**config.mk**
```make
export PLATFORM = sky130hd
export DESIGN_NAME = grayscale_pipe
export DESIGN_NICKNAME = d
export VERILOG_FILES = /design/src/rtl/grayscale_pipe.sv
export SDC_FILE = /design/constraint.sdc
export NUM_CORES = 1
export LEC_CHECK = 0
export CAP_MARGIN = 20
export CORE_MARGIN = 1.5
export CORE_UTILIZATION = 55
export DETAILED_ROUTE_END_ITERATION = 6
export GPL_TIMING_DRIVEN = 0
export PLACE_DENSITY = 0.74
export SLEW_MARGIN = 20
export SYNTH_ARGS = -nofsm -noshare
export SYNTH_HDL_FRONTEND = slang
export SYNTH_SLANG_ARGS = --single-unit
```
**constraint.sdc**
```tcl
create_clock -name I_CLK -period 17.41 [get_ports I_CLK]
set_input_delay 4.3525 -clock I_CLK [delete_from_list [all_inputs] [get_ports I_CLK]]
set_output_delay 4.3525 -clock I_CLK [all_outputs]
set_load 0.01 [all_outputs]
```
**src/rtl/grayscale_pipe.sv**
```systemverilog
// Two-stage RGB-to-luma converter with a valid/ready stream interface,
// runtime-selectable coefficient sets and a rounded, saturated fixed-point sum.
module grayscale_pipe #(
    parameter int P_SUBPIXEL_DEPTH = 8,
    parameter int P_COEF_FRAC      = 8
) (
    input  logic                          I_CLK,
    input  logic                          I_RESET,
    input  logic                          I_ENABLE,
    input  logic                          I_VALID,
    output logic                          O_READY,
    input  logic [3*P_SUBPIXEL_DEPTH-1:0] I_PIXEL,
    input  logic [1:0]                    I_MODE,
    input  logic                          I_LAST,
    output logic                          O_VALID,
    input  logic                          I_READY,
    output logic [P_SUBPIXEL_DEPTH-1:0]   O_PIXEL,
    output logic                          O_LAST
);

    localparam int D  = P_SUBPIXEL_DEPTH;
    localparam int PW = D + 9;
    localparam int SW = D + 10;
    localparam logic [SW-1:0] ROUND = SW'(1) << (P_COEF_FRAC - 1);

    logic [D-1:0]  w_red;
    logic [D-1:0]  w_green;
    logic [D-1:0]  w_blue;
    logic [8:0]    w_coefR;
    logic [8:0]    w_coefG;
    logic [8:0]    w_coefB;
    logic [PW-1:0] w_prodR;
    logic [PW-1:0] w_prodG;
    logic [PW-1:0] w_prodB;
    logic [SW-1:0] w_sum;
    logic [SW-1:0] w_scaled;
    logic [D-1:0]  w_luma;
    logic          w_s1Adv;
    logic          w_s2Adv;
    logic          w_accept;

    logic          r_s1Valid;
    logic [PW-1:0] r_prodR;
    logic [PW-1:0] r_prodG;
    logic [PW-1:0] r_prodB;
    logic          r_s1Last;
    logic          r_s2Valid;
    logic [D-1:0]  r_luma;
    logic          r_s2Last;

    assign w_red   = I_PIXEL[3*D-1:2*D];
    assign w_green = I_PIXEL[2*D-1:D];
    assign w_blue  = I_PIXEL[D-1:0];

    // Each coefficient set sums to 256 so full-scale white maps to full-scale luma.
    always_comb begin
        w_coefR = 9'd77;
        w_coefG = 9'd150;
        w_coefB = 9'd29;
        case (I_MODE)
            2'd1: begin
                w_coefR = 9'd54;
                w_coefG = 9'd183;
                w_coefB = 9'd19;
            end
            2'd2: begin
                w_coefR = 9'd85;
                w_coefG = 9'd86;
                w_coefB = 9'd85;
            end
            2'd3: begin
                w_coefR = 9'd0;
                w_coefG = 9'd256;
                w_coefB = 9'd0;
            end
            default: ;
        endcase
    end

    assign w_prodR = PW'(w_red)   * PW'(w_coefR);
    assign w_prodG = PW'(w_green) * PW'(w_coefG);
    assign w_prodB = PW'(w_blue)  * PW'(w_coefB);

    assign w_sum    = SW'(r_prodR) + SW'(r_prodG) + SW'(r_prodB) + ROUND;
    assign w_scaled = w_sum >> P_COEF_FRAC;
    assign w_luma   = (|w_scaled[SW-1:D]) ? {D{1'b1}} : w_scaled[D-1:0];

    // A stage may load whenever it is empty or its occupant leaves this cycle.
    assign w_s2Adv  = ~r_s2Valid | I_READY;
    assign w_s1Adv  = ~r_s1Valid | w_s2Adv;
    assign O_READY  = I_ENABLE & ~I_RESET & w_s1Adv;
    assign w_accept = I_VALID & O_READY;

    assign O_VALID = r_s2Valid & I_ENABLE;
    assign O_PIXEL = r_luma;
    assign O_LAST  = r_s2Last;

    always_ff @(posedge I_CLK) begin
        if (I_RESET) begin
            r_s1Valid <= 1'b0;
            r_s2Valid <= 1'b0;
            r_luma    <= '0;
            r_s2Last  <= 1'b0;
        end else if (I_ENABLE) begin
            if (w_s1Adv) begin
                r_s1Valid <= w_accept;
            end
            if (w_s2Adv) begin
                r_s2Valid <= r_s1Valid;
            end
            if (w_s2Adv && r_s1Valid) begin
                r_luma   <= w_luma;
                r_s2Last <= r_s1Last;
            end
        end
    end

    // Stage-1 payload needs no reset; its valid flag qualifies it.
    always_ff @(posedge I_CLK) begin
        if (w_accept) begin
            r_prodR  <= w_prodR;
            r_prodG  <= w_prodG;
            r_prodB  <= w_prodB;
            r_s1Last <= I_LAST;
        end
    end

endmodule

```
==> flow_metrics.env <==
export IMPL_status="complete, no violations"
export IMPL_final_period_utilization_pct=58.2
export IMPL_synth_compound_area_share_pct=9.09
export IMPL_crit_type="in2out"
export IMPL_synth_fp_nets=1129
export IMPL_dr_first_iter_drc_count=304
export IMPL_grt_total_usage_pct=21.6
export IMPL_max_clock_freq_mhz=98.7
export IMPL_clkLatencyLatePin_ns=0.32
export IMPL_diodes=0
export IMPL_antenna_found_initial=0
export IMPL_syn2layout_area_growth_pct=11.1
export IMPL_clock_path_buffers=2
export IMPL_antenna_left=0
export IMPL_start_util_pct=56.6
export IMPL_dieWidth_um=128
export IMPL_grt_pass1_wl_um=27500
export IMPL_synthXorXnorAreaFrac_pct=4.46
export IMPL_final_cell_mix="155 x ha_1, 154 x inv_1, 100 x fa_1, 61 x and2_1, 51 x edfxtp_1"
export IMPL_seq_area_frac_synth_pct=20.3
export IMPL_whs_ns=0.461
export IMPL_drive_above_1_share_pct=3.89
export IMPL_worst_slew_pin_slew_ns=0.730
export IMPL_place_area_um2=9350
export IMPL_post_cts_buffers=0
export IMPL_dieHeight_um=128
export IMPL_avgSynthCellArea_um2=10.3
export IMPL_synth_top_family_by_area="adder cells"
export IMPL_cp_cell_sequence="clkdlybuf4s50_1, inv_1, a211oi_1, clkdlybuf4s50_1"
export IMPL_cp_start_kind="primary input"
export IMPL_vias=5803
export IMPL_cp_max_fo=5
export IMPL_crit_path_end_kind="output port"
export IMPL_setup_viol=0
export IMPL_syn_inst=842
export IMPL_tritoncts="built"
export IMPL_clk_pin_slew_ns=0.05
export IMPL_maxSlewViolCount=0
export IMPL_muxShareOfSynthArea_pct=0.232
export IMPL_dr_pass1_iters=6
export IMPL_max_cap_violations=0
export IMPL_comb_power_share_pct=62.1
export IMPL_wirelength_um=16800
export IMPL_cts_resized=0
export IMPL_io_pins=43
export IMPL_intPower_mw=0.548
export IMPL_synthFlopType="edfxtp_1"
export IMPL_power_frac_seq_pct=21.5
export IMPL_final_common_cell="ha_1"
export IMPL_clock_sinks=62
export IMPL_wl_per_cell_um=15.2
export IMPL_arrival_ns=5.78
export IMPL_fin_setup_tns_ns=0
export IMPL_drc=0
export IMPL_fin_cells=1111
export IMPL_switching_power_mw=0.416
export IMPL_coreArea_um2=15300
export IMPL_synth_edf_count=51
export IMPL_p_per_area_nw_per_um2=100
export IMPL_place_gp_congestion=0.895
export IMPL_rsz0062_at_grt="false"
export IMPL_fin_area_um2=9600
export IMPL_setup_ws_ns=7.28
export IMPL_synth_simple_area_share_pct=13.2
export IMPL_critPathMostFrequentCell="clkdlybuf4s50_1"
export IMPL_ys_seq_elements=62
export IMPL_finalHoldViolations=0
export IMPL_holdBufCountCts=0
export IMPL_ys_types=47
export IMPL_slew_headroom_pct=51.1
export IMPL_ir_drop_v=0.0000554
export IMPL_port_buffers=41
export IMPL_fin_worst_skew_ns=0.00507
export IMPL_required_ns=13.06
export IMPL_synth_area_um2=8640
export IMPL_grt_max_degree=28
export IMPL_netSwitchingFraction_pct=43.2
export IMPL_hold_class="reg2reg"
export IMPL_finalCriticalPeriod_ns=10.13
export IMPL_synth_async_reset_ratio_pct=0
export IMPL_num_nets_final=1182
export IMPL_htree_levels=3
export IMPL_grt_pass1_vias=5637
export IMPL_ys_warn_count=0
export IMPL_die_area_um2=16500
export IMPL_cpMaxStageDelayCell="clkdlybuf4s50_1"
export IMPL_yosys_area_share_adder_pct=45.6
export IMPL_dpl_hpwl_um=14100
export IMPL_overflow=0
export IMPL_path_delay_family="buffers and inverters"
export IMPL_p_leak_nw=4.77
export IMPL_vias_per_cell=5.22
export IMPL_crit_path_max_incr_delay_ns=0.59
export IMPL_place_ws_ns=7.12
export IMPL_pwr_share_clk_pct=16.4
export IMPL_dpl_cell_count=1095
export IMPL_rows=45
export IMPL_cts_buffers_inserted=9
export IMPL_crit_buf_inv=3
export IMPL_cts_root_buffer="clkbuf_16"
[cell families (layout without fill, tap and decap cells)]
kind of cell	after synthesis	after routing
XOR/XNOR	44	44
adder cells (fa/ha/maj)	255	255
buffers and inverters	164	222
AO/OA/AOI/OAI	105	105
flip-flops	62	62
AND/OR/NAND/NOR	210	210
multiplexers	2	2
[worst min-delay path: stages (launching register included)]
cell,delay (ns)
dfxtp_1,0.31
nand2_1,0.05
a21oi_1,0.05
[cell type report]
type | count | area [um2]
Multi-Input combinational cell | 616 | 6280
Fill cell | 1252 | 5650
Sequential cell | 62 | 1750
Inverter | 154 | 578
Timing Repair Buffer | 42 | 438
Tap cell | 211 | 264
Clock buffer | 11 | 233
Buffer | 10 | 37.5
Clock inverter | 5 | 26.3
[power by group through the flow]
| stage | Clock [mW] | Combinational (mW) | Sequential (mW) |
|---|---|---|---|
| 4_1_cts | 0.161 | 0.604 | 0.208 |
| 6_report | 0.158 | 0.599 | 0.207 |
| 5_1_grt | 0.167 | 0.681 | 0.209 |
| 3_5_place_dp | 0 | 0.590 | 0.211 |
| 2_1_floorplan | 0 | 0.454 | 0.209 |
| 3_3_place_gp | 0 | 0.576 | 0.210 |
[Yosys cell counts (2+ instances only)]
library cell  number  share of area [%]
ha_1             155                 22
inv_1            154                6.7
fa_1             100                 23
and2_1            62                4.5
edfxtp_1          51                 18
nor2b_1           42                3.0
nand2_1           41                1.8
a21oi_1           33                1.9
xnor2_1           27                2.7
nor2_1            20               0.87
o21ai_0           17               0.98
xor2_1            17                1.7
dfxtp_1           11                2.5
nand3_1           10               0.58
nor3_1            10               0.58
a21o_1             9               0.78
clkbuf_1           9               0.39
a211oi_2           8                1.2
nand2b_1           8               0.58
or3_1              8               0.58
a211oi_1           5               0.43
o21bai_1           5               0.43
a41oi_1            4               0.41
and3_1             4               0.29
a31o_2             3               0.30
o211a_1            3               0.35
mux2i_1            2               0.23
o211ai_1           2               0.17
o21a_1             2               0.17
o311ai_0           2               0.20
or2_2              2               0.14
[worst paths after layout]
kind                                              from                 endpoint  slack (ns)  cells after the start
worst min-delay path            r_s2Valid$_SDFFE_PP0P_   r_s2Valid$_SDFFE_PP0P_        0.46                      2
worst min register to register  r_s2Valid$_SDFFE_PP0P_   r_s2Valid$_SDFFE_PP0P_        0.46                      2
worst max-delay path                          I_ENABLE                  O_READY        7.28                      4
worst max register to register    r_prodG[5]$_DFFE_PP_  O_PIXEL[1]$_SDFFE_PP0P_       14.19                     10
[through the flow]
| step | utilization (%) | total power [mW] |
|---|---|---|
| 3_5_place_dp | 61.2 | 0.801 |
| 6_report | 62.9 | 0.965 |
| 2_1_floorplan | - | 0.663 |
| 4_1_cts | 62.9 | 0.972 |
| 5_1_grt | 62.9 | 1.06 |
| 3_3_place_gp | 61.1 | 0.787 |
[registers in the layout, summed over array words and instances, names as in the netlist]
signal and cells:
r_s1Last 1, O_PIXEL 8, O_LAST 1, r_s1Valid 1, r_prodB 16, r_prodR 17
r_s2Valid 1, r_prodG 17
[metal layers]
| layer | wire length, um | up-vias | track usage, % |
|---|---|---|---|
| li1 | - | 2897 | - |
| met3 | 662 | 14 | 2.70 |
| met4 | 222 | 0 | 5.22 |
| met1 | 8100 | 2768 | 30.8 |
| met5 | 0 | - | 0 |
| met2 | 7850 | 124 | 35.4 |
Note: power is estimated with default switching activity, not from simulation.
